==> src/rtl/shift_count_timer.sv <==
// shift_count_timer: after a start pulse, shifts in a 4-bit delay (MSB first)
// and then counts down (delay+1) steps of UNIT_CYCLES clocks each. When the
// count finishes it holds done until ack.
// Optional build macro SHIFT_COUNT_REARM_EN: an ack that arrives together with
// start_shifting in DONE starts a new capture directly, with no IDLE cycle.
module shift_count_timer #(
  parameter int unsigned UNIT_CYCLES = 1000
) (
  input  logic       clk,
  input  logic       reset,
  input  logic       start_shifting,
  input  logic       data,
  input  logic       ack,
  output logic       counting,
  output logic       done,
  output logic [3:0] count
);

  typedef enum logic [1:0] {
    IDLE  = 2'd0,
    SHIFT = 2'd1,
    COUNT = 2'd2,
    DONE  = 2'd3
  } state_t;

  localparam logic [15:0] UNIT_LAST = 16'(UNIT_CYCLES - 1);

  state_t      state_q, state_d;
  logic [3:0]  delay_q, delay_d;
  logic [1:0]  idx_q,   idx_d;
  logic [15:0] unit_q,  unit_d;

  // State and datapath registers; reset has priority over every input.
  always_ff @(posedge clk) begin
    if (!reset) begin
      state_q <= IDLE;
      delay_q <= '0;
      idx_q   <= '0;
      unit_q  <= '0;
    end else begin
      state_q <= state_d;
      delay_q <= delay_d;
      idx_q   <= idx_d;
      unit_q  <= unit_d;
    end
  end

  // Next-state logic: capture, per-unit countdown, and acknowledge handling.
  always_comb begin
    state_d = state_q;
    delay_d = delay_q;
    idx_d   = idx_q;
    unit_d  = unit_q;
    unique case (state_q)
      IDLE: begin
        if (start_shifting) begin
          delay_d = {data, 3'b000};
          idx_d   = 2'd1;
          state_d = SHIFT;
        end
      end
      SHIFT: begin
        delay_d[2'd3 - idx_q] = data;
        if (idx_q == 2'd3) begin
          idx_d   = '0;
          unit_d  = '0;
          state_d = COUNT;
        end else begin
          idx_d = idx_q + 2'd1;
        end
      end
      COUNT: begin
        if (unit_q == UNIT_LAST) begin
          unit_d = '0;
          if (delay_q == 4'd0) begin
            state_d = DONE;
          end else begin
            delay_d = delay_q - 4'd1;
          end
        end else begin
          unit_d = unit_q + 16'd1;
        end
      end
      DONE: begin
        if (ack) begin
`ifdef SHIFT_COUNT_REARM_EN
          if (start_shifting) begin
            delay_d = {data, 3'b000};
            idx_d   = 2'd1;
            state_d = SHIFT;
          end else begin
            state_d = IDLE;
          end
`else
          state_d = IDLE;
`endif
        end
      end
      default: state_d = IDLE;
    endcase
  end

  // Outputs decoded from registered state only.
  always_comb begin
    counting = (state_q == COUNT);
    done     = (state_q == DONE);
    count    = (state_q == COUNT) ? delay_q : 4'd0;
  end

endmodule

==> config.mk <==
export PLATFORM = sky130hd
export DESIGN_NAME = shift_count_timer
export DESIGN_NICKNAME = d
export VERILOG_FILES = /design/src/rtl/shift_count_timer.sv
export SDC_FILE = /design/constraint.sdc
export NUM_CORES = 1
export LEC_CHECK = 0
export ABC_CLOCK_PERIOD_IN_PS = 2600
export CAP_MARGIN = 20
export CORE_MARGIN = 8
export CORE_UTILIZATION = 30
export DETAILED_ROUTE_END_ITERATION = 6
export HOLD_SLACK_MARGIN = 0.08
export SYNTH_ARGS = -nofsm -noshare
export SYNTH_HDL_FRONTEND = slang
export SYNTH_SLANG_ARGS = --single-unit
==> constraint.sdc <==
create_clock -name clk -period 2.6 [get_ports clk]
set_clock_uncertainty 0.05 [all_clocks]
set_input_delay 0.26 -clock clk [delete_from_list [all_inputs] [get_ports clk]]
set_output_delay 0.26 -clock clk [all_outputs]
set_load 0.02 [all_outputs]
==> results of run 1 <==
## sequential cells by signal (all words and copies together) (netlist names)
signal   cells
state_q      2
unit_q      16
delay_q      4
idx_q        2
## synthesized netlist by cell type, drive strengths merged, types with 7 or more instances
cell / n
a21oi: 7
nand3: 9
dfxtp: 24
nand4: 7
mux2i: 7
ha: 12
nand2: 15
nor2b: 7
clkbuf: 7
xnor2: 7
o21ai: 8
inv: 10
nor2: 14
## per-stage QoR
| stage | setup WS [ps] | util | cell area (sq um) | std cells | hold WS, ps |
|---|---|---|---|---|---|
| floorplan | 322 | - | 1510 | 183 | 378 |
| global placement | 258 | 0.341 | 1700 | 260 | 454 |
| detailed placement | 219 | 0.341 | 1700 | 260 | 455 |
| CTS | 193 | 0.355 | 1770 | 264 | 468 |
| global route | 111 | 0.355 | 1770 | 264 | 484 |
| finish | 202 | 0.355 | 1770 | 264 | 463 |
## kinds of logic after synthesis
family | Yosys count | share of synthesized area
flops | 24 | 0.318
simple gates | 80 | 0.287
mux | 7 | 0.0464
fa+ha+maj | 12 | 0.0994
compound gates | 33 | 0.147
xor+xnor | 9 | 0.0522
buf+inv | 18 | 0.0497
## per-layer routing
| layer | wire [um] | GRT usage |
|---|---|---|
| met3 | 77 | 0.0151 |
| met5 | 0 | 0 |
| met2 | 1400 | 0.143 |
| met1 | 1780 | 0.126 |
| met4 | 76 | 0.0563 |
## worst max-delay path: stages (launching register included)
cell and delay (ps):
dfxtp_1 380, or4_1 540, o41a_1 560, a211o_2 410, o311a_1 350
## final cells by class
cell class                 instances  area, sq um
multi-input combinational        141          955
sequential                        24          480
tap                               70         87.6
clock buffer                       3         41.3
timing repair buffer              15          138
inverter                          10         37.5
clock inverter                     1         30.0
fill                             502         3210
## layout by cell type (no fill, tap or decap), drive strengths merged, types with 2 or more instances in the layout
master	count
or2	2
clkbuf	3
nand2	15
o211ai	2
inv	10
clkdlybuf4s50	10
or3	5
nor2	14
buf	5
nand4	7
xor2	2
o22ai	3
nor3b	2
nand3	9
and2	3
dfxtp	24
ha	12
nor2b	7
or4	5
xnor2	7
mux2i	7
a21boi	4
nand3b	2
o21ai	8
nor3	2
nor4	5
a21oi	7
## power by group
part	total, mW	internal [mW]	leakage, nW	switching, mW
clock network	0.332	0.206	0.0357	0.126
logic	0.627	0.268	0.364	0.359
registers	0.459	0.410	0.194	0.0490
total	1.42	0.884	0.594	0.534
## path summary, 6_finish.rpt
path | depth (start not counted) | slack [ps] | to | startpoint
setup / recovery | 4 | 200 | delay_q[3] | unit_q[10]
hold / removal | 2 | 460 | delay_q[1] | delay_q[1]
setup reg to reg | 4 | 200 | delay_q[3] | unit_q[10]
hold reg to reg | 2 | 460 | delay_q[1] | delay_q[1]
==> metrics.yaml, run 1 <==
syn_to_final_growth_pct: 17.2
cts_buffer_depth: 2
outcome: "complete, no violations"
num-nets-final: 212
yosysUniqueCellTypes: 39
grt_pass1_wl_um: 5820
wl_per_cell_um: 12.6
ys_seq_elements: 24
synth.top_cell.area_share: 0.318
endpoint_kind: "register"
drive_above_1_share: 0.0722
maxSlewViolCount: 0
critPathRequiredTime_ps: 2710
initial_core_util: 0.303
die_y_um: 87.0
ctsResizeCount: 0
gp_congestion: 0.755
tightest_slew_ps: 691
grt_usage: 0.0957
ys_seq_area_frac: 0.318
slew_headroom: 0.526
dpl.hpwl_um: 2450
core-area_sq_um: 4980
leakage_nw: 0.594
num_antenna_cells: 0
setup_viol: 0
min_period_over_period: 0.922
wirelength_um: 3340
postSynthCellCount: 183
postRouteAntennaNets: 0
post_cts_buffers: 0
setup_tns_ps: 0
power.density_nw_per_um2: 801
finalHoldViolations: 0
htree_num_levels: 1
grt_pass1_vias: 1220
p_total_mw: 1.42
io_buffers: 10
fmax_mhz: 417
synth_ff_type: "dfxtp_1"
cts.clk_slew.worst_paths_ps: 90
peakVddDrop_mv: 0.265
syn_area_sq_um: 1510
min_period_ps: 2400
cts_tree: "built"
clockRootBuffer: "clkbuf_8"
cts_made_buffers: 3
synth_edf_count: 0
fp-row-count: 26
die_area_sq_um: 7560
cap_violations: 0
drc_errors: 0
startpoint_type: "register"
arrival_ps: 2510
async_reset_ff_frac: 0
ys_warn_count: 0
hold_path_class: "reg2reg"
drt-initial-drc-count: 77
grt_overflow: 0
grt_setup_unrepaired: "no"
clock-sinks: 24
syn_area_per_cell_sq_um: 8.25
viasPerCell: 4.96
dr.pass1.iters: 4
grt_start_max_net_pins: 22
insertion_delay_ps: 270
synth_nets: 200
cts_hold_buf: 0
fp.dieW_um: 87.0
yosys.area.top_type: "dfxtp_1"
critical_path.max_fanout: 10
io_pins: 11
ys_top_cells_by_area: "dfxtp_1, ha_1, mux2i_1, xnor2_1, nand2_1"
critPathKind: "reg2reg"
grt_antenna_before_repair: 0
vias: 1310
Note: power is estimated with default switching activity, not from simulation.
==> run 2, diff against run 1 <==
--- a/config.mk
+++ b/config.mk
@@ -11,6 +11,8 @@
 export CORE_UTILIZATION = 30
 export DETAILED_ROUTE_END_ITERATION = 6
 export HOLD_SLACK_MARGIN = 0.08
+export RECOVER_POWER = 25
+export REMOVE_ABC_BUFFERS = 1
 export SYNTH_ARGS = -nofsm -noshare
 export SYNTH_HDL_FRONTEND = slang
 export SYNTH_SLANG_ARGS = --single-unit
==> metrics.yaml, run 2 (synthesis results as in run 1) <==
setup_viol: 0  # unchanged
gp_congestion: 0.881  # +17%
grt_antenna_before_repair: 0  # unchanged
drive_above_1_share: 0.0714  # -0.000736
grt_usage: 0.0920  # -0.00365
critical_path.max_fanout: 7  # -3
place_area_sq_um: 1710  # +0.88%
final_common_cell: "dfxtp_1"
ctsResizeCount: 0  # unchanged
vias: 1343  # +2.5%
wirelength_um: 3380  # +1.2%
cts_made_buffers: 3  # unchanged
viasPerCell: 5.05  # +1.7%
cts_tree: "built"
cts_hold_buf: 0  # unchanged
num_antenna_cells: 0  # unchanged
swShare: 0.382  # +0.00514
comb_power_share: 0.448  # +0.006
cpPeakStageDelay_ps: 540  # -20 ps
die_area_sq_um: 7560  # unchanged
wl_per_cell_um: 12.7  # +0.47%
design_area_sq_um: 1780  # +0.42%
largest_register_ffs: 16  # unchanged
cts_buffer_depth: 2  # unchanged
largestRegisters: "unit_q x16, delay_q x4"
clockRootBuffer: "clkbuf_8"
power.density_nw_per_um2: 803  # +0.27%
dpl.hpwl_um: 2500  # +1.8%
startpoint_type: "register"
drt-initial-drc-count: 94  # +22%
tightest_slew_ps: 614  # -77.5 ps
setup_tns_ps: 0  # unchanged
cap_violations: 0  # unchanged
crit_family: "compound AO/OA/AOI/OAI gates"
leakage_nw: 0.600  # +0.96%
core-area_sq_um: 4980  # unchanged
min_period_ps: 2340  # -54.3 ps
cpMaxStageDelayCell: "or4_1"
fmax_mhz: 427  # +2.3%
mostFrequentLayoutCells: "dfxtp_1, nand2_1, nor2_1"
p_int_mw: 0.883  # -0.14%
seqPwrFrac: 0.321  # -0.003
io_buffers: 10  # unchanged
grt_pass1_wl_um: 5700  # -2.1%
grt_overflow: 0  # unchanged
arrival_ps: 2450  # -60 ps
initial_core_util: 0.303  # unchanged
htree_num_levels: 1  # unchanged
grt_pass1_vias: 1244  # +2.0%
n_fill_cell: 526  # +4.8%
post_cts_buffers: 0  # unchanged
drc_errors: 0  # unchanged
hold_path_class: "reg2reg"
slew_headroom: 0.591  # +0.0649
switchingPower_mw: 0.545  # +2.1%
crit_buf_inv: 0  # unchanged
syn_to_final_growth_pct: 17.6
path_cells: "or4_1, o41a_1, a211o_2, o311a_1"
outcome: "complete, no violations"
io_pins: 11  # unchanged
maxSlewViolCount: 0  # unchanged
clock-sinks: 24  # unchanged
die_y_um: 87.0  # unchanged
top_register: "unit_q"
critPathRequiredTime_ps: 2710  # about the same
p_clk_frac: 0.230  # -0.004
endpoint_kind: "register"
grt_setup_unrepaired: "no"
cts.clk_slew.worst_paths_ps: 90  # about the same
grt_start_max_net_pins: 19  # -14%
finalHoldViolations: 0  # unchanged
dr.pass1.iters: 4  # unchanged
num-nets-final: 214  # +0.94%
critPathKind: "reg2reg"
min_period_over_period: 0.901  # -0.0209
peakVddDrop_mv: 0.471  # +77%
insertion_delay_ps: 270  # about the same
fp-row-count: 26  # unchanged
postRouteAntennaNets: 0  # unchanged
fp.dieW_um: 87.0  # unchanged
[run 2: changes by cell type in the layout (fill, tap and decap cells not counted), sizes merged]
cell / before / now
clkbuf: 3 / 5
clkdlybuf4s50: 10 / 9
dlygate4sd3: 0 / 1
[run 2: power groups by stage]
stage,Combinational (mW),Sequential (mW),Clock [mW]
floorplan,0.443,0.454,0
detailed placement,0.639,0.468,0
finish,0.640,0.459,0.329
CTS,0.648,0.459,0.337
global route,0.702,0.466,0.348
global placement,0.644,0.466,0
[run 2: path summary, 6_finish.rpt]
kind / from / end / slack, ps / depth (start not counted)
setup / recovery: unit_q[10] / delay_q[3] / 260 / 4
hold / removal: delay_q[1] / delay_q[1] / 460 / 2
setup reg to reg: unit_q[10] / delay_q[3] / 260 / 4
hold reg to reg: delay_q[1] / delay_q[1] / 460 / 2
[run 2: layout make-up]
cell class	instances	area (sq um)	share of cell area
Sequential cell	24	480	0.270
Clock buffer	3	41.3	0.0232
Multi-Input combinational cell	141	955	0.537
Clock inverter	1	30.0	0.0169
Inverter	10	37.5	0.0211
Timing Repair Buffer	17	145	0.0817
Tap cell	70	87.6	0.0493
[run 2: through the flow]
stage | power (mW) | instances | setup slack [ps] | util | hold WS, ps
2_1_floorplan | 0.897 | 175 | 227 | - | 326
3_3_place_gp | 1.11 | 262 | 305 | 0.344 | 456
3_5_place_dp | 1.11 | 262 | 281 | 0.344 | 440
4_1_cts | 1.44 | 266 | 252 | 0.358 | 460
5_1_grt | 1.52 | 266 | 183 | 0.357 | 499
6_report | 1.43 | 266 | 257 | 0.357 | 457
[run 2: worst min-delay path, delay by kind of cell (launching register included)]
kind             cells  cell delay [ps]
AND/OR/NAND/NOR      1               60
multiplexers         1               60
flip-flops           1              340
[run 2: per-layer routing]
layer  wire, um  track usage  up-vias
met5          0            0        -
met4         51       0.0501        0
li1           -            -      686
met1       1790        0.124      638
met3         49      0.00660        4
met2       1480        0.141       15
==> run 3, diff against run 2 <==
--- a/config.mk
+++ b/config.mk
@@ -7,10 +7,10 @@
 export LEC_CHECK = 0
 export ABC_CLOCK_PERIOD_IN_PS = 2600
 export CAP_MARGIN = 20
-export CORE_MARGIN = 8
 export CORE_UTILIZATION = 30
 export DETAILED_ROUTE_END_ITERATION = 6
 export HOLD_SLACK_MARGIN = 0.08
+export MAX_ROUTING_LAYER = met4
 export RECOVER_POWER = 25
 export REMOVE_ABC_BUFFERS = 1
 export SYNTH_ARGS = -nofsm -noshare
==> metrics.yaml, run 3 (synthesis results as in run 1) <==
wirelength_um: 3400  # +0.77%
clock-sinks: 24  # unchanged
rrSetupSlack_ps: 200  # -50 ps
place_area_sq_um: 1700  # -0.66%
cts_hold_buf: 0  # unchanged
largestRegisters: "unit_q x16, delay_q x4"
worstHoldEndpoint: "unit_q[0]"
io_pins: 11  # unchanged
clockRootBuffer: "clkbuf_8"
drive_above_1_share: 0.0667  # -0.00476
die_y_um: 73.0  # -16%
startpoint_type: "register"
outcome: "complete, no violations"
setup_ws_ps: 202  # -54.4 ps
dr.pass1.iters: 4  # unchanged
critical_path.max_fanout: 10  # +3
cap_violations: 0  # unchanged
ctsResizeCount: 0  # unchanged
design_area_sq_um: 1770  # -0.63%
post-place-ws_ps: 235  # -45.8 ps
grt_pass1_vias: 1283  # +3.1%
dpl.hpwl_um: 2540  # +1.7%
crit_buf_inv: 0  # unchanged
final_common_cell: "dfxtp_1"
multi_input_area_sq_um: 955  # unchanged
setup_tns_ps: 0  # unchanged
top_register: "unit_q"
fp.dieW_um: 73.0  # -16%
endpoint_kind: "register"
htree_num_levels: 1  # unchanged
gp_congestion: 0.805  # -8.7%
cts_tree: "built"
hold_path_class: "reg2reg"
mostFrequentLayoutCells: "dfxtp_1, nand2_1, nor2_1"
arrival_ps: 2520  # +70 ps
n_fill_cell: 493  # -6.3%
regArea_sq_um: 480  # unchanged
num_antenna_cells: 0  # unchanged
drc_errors: 0  # unchanged
post-place-cells: 258  # -1.5%
holdPathStages: 2  # unchanged
crit_family: "compound AO/OA/AOI/OAI gates"
fmax_mhz: 417  # -2.3%
maxSlewViolCount: 0  # unchanged
core-area_sq_um: 4790  # -3.8%
tightest_slew_ps: 705  # +90.7 ps
r2r-start: "unit_q[10]"
drt-initial-drc-count: 70  # -26%
grt_usage: 0.145  # +0.0531
min_period_over_period: 0.922  # +0.0209
viasPerCell: 5.06  # +0.32%
grt_setup_unrepaired: "no"
ff2ff_path_depth: 4  # unchanged
grt_pass1_wl_um: 5870  # +2.9%
critical_path_depth: 4  # unchanged
vias: 1327  # -1.2%
finalHoldViolations: 0  # unchanged
cpMaxStageDelayCell: "o41a_1"
grt_antenna_before_repair: 0  # unchanged
cts_buffer_depth: 2  # unchanged
syn_to_final_growth_pct: 16.9
power.density_nw_per_um2: 806  # +0.33%
cpPeakStageDelay_ps: 570  # +30 ps
hold_ws_ps: 484  # +26.9 ps
hp-start: "unit_q[0]"
critPathKind: "reg2reg"
slew_headroom: 0.517  # -0.0739
initial_core_util: 0.316  # +0.0121
cts.clk_slew.worst_paths_ps: 90  # about the same
instances_no_fill: 262  # -1.5%
leakage_nw: 0.595  # -0.89%
cts_made_buffers: 3  # unchanged
fp-row-count: 25  # -3.8%
min_period_ps: 2400  # +54.4 ps
timing.rr.end: "delay_q[3]"
peakVddDrop_mv: 0.400  # -15%
grt_overflow: 0  # unchanged
post_cts_buffers: 0  # unchanged
critPathRequiredTime_ps: 2720  # about the same
insertion_delay_ps: 270  # about the same
setup_viol: 0  # unchanged
num-nets-final: 213  # -0.47%
largest_register_ffs: 16  # unchanged
postRouteAntennaNets: 0  # unchanged
io_buffers: 10  # unchanged
path_cells: "or4_1, o41a_1, a211o_2, o311a_1"
grt_start_max_net_pins: 15  # -4
wl_per_cell_um: 13.0  # +2.3%
die_area_sq_um: 5320  # -30%
[run 3: how the worst max path moves through the flow]
stage	from	endpoint
global placement	unit_q[10]	delay_q[3]
finish	unit_q[10]	delay_q[3]
floorplan	state_q[0]	unit_q[12]
global route	state_q[1]	unit_q[2]
detailed placement	unit_q[10]	delay_q[3]
CTS	unit_q[10]	delay_q[3]
[run 3: cell type report]
cell class | count | area share
Tap cell | 67 | 0.0475
Inverter | 10 | 0.0213
Multi-Input combinational cell | 141 | 0.541
Clock buffer | 3 | 0.0234
Clock inverter | 1 | 0.0170
Sequential cell | 24 | 0.272
Timing Repair Buffer | 16 | 0.0780
[run 3: metal layers]
| layer | vias to the layer above | GRT usage | share of wire |
|---|---|---|---|
| met2 | 16 | 0.222 | 0.44 |
| met5 | - | - | 0 |
| met4 | 0 | 0.0566 | 0.015 |
| met1 | 623 | 0.195 | 0.53 |
| li1 | 683 | - | - |
| met3 | 5 | 0.0166 | 0.018 |
[run 3: where the power goes]
group          total [mW]  switching, mW  internal [mW]
registers           0.459         0.0486          0.410
logic               0.628          0.371          0.257
clock network       0.336          0.130          0.206
[run 3: tightest hold or removal path, delay by kind of cell (launching register included)]
kind / cells / cell delay, ps
flip-flops: 1 / 350
AND/OR/NAND/NOR: 1 / 60
AO/OA/AOI/OAI: 1 / 70
[run 3: stage by stage]
stage	power [mW]	util
2_1_floorplan	0.897	-
3_3_place_gp	1.09	0.356
3_5_place_dp	1.10	0.356
4_1_cts	1.43	0.370
5_1_grt	1.53	0.369
6_report	1.42	0.369
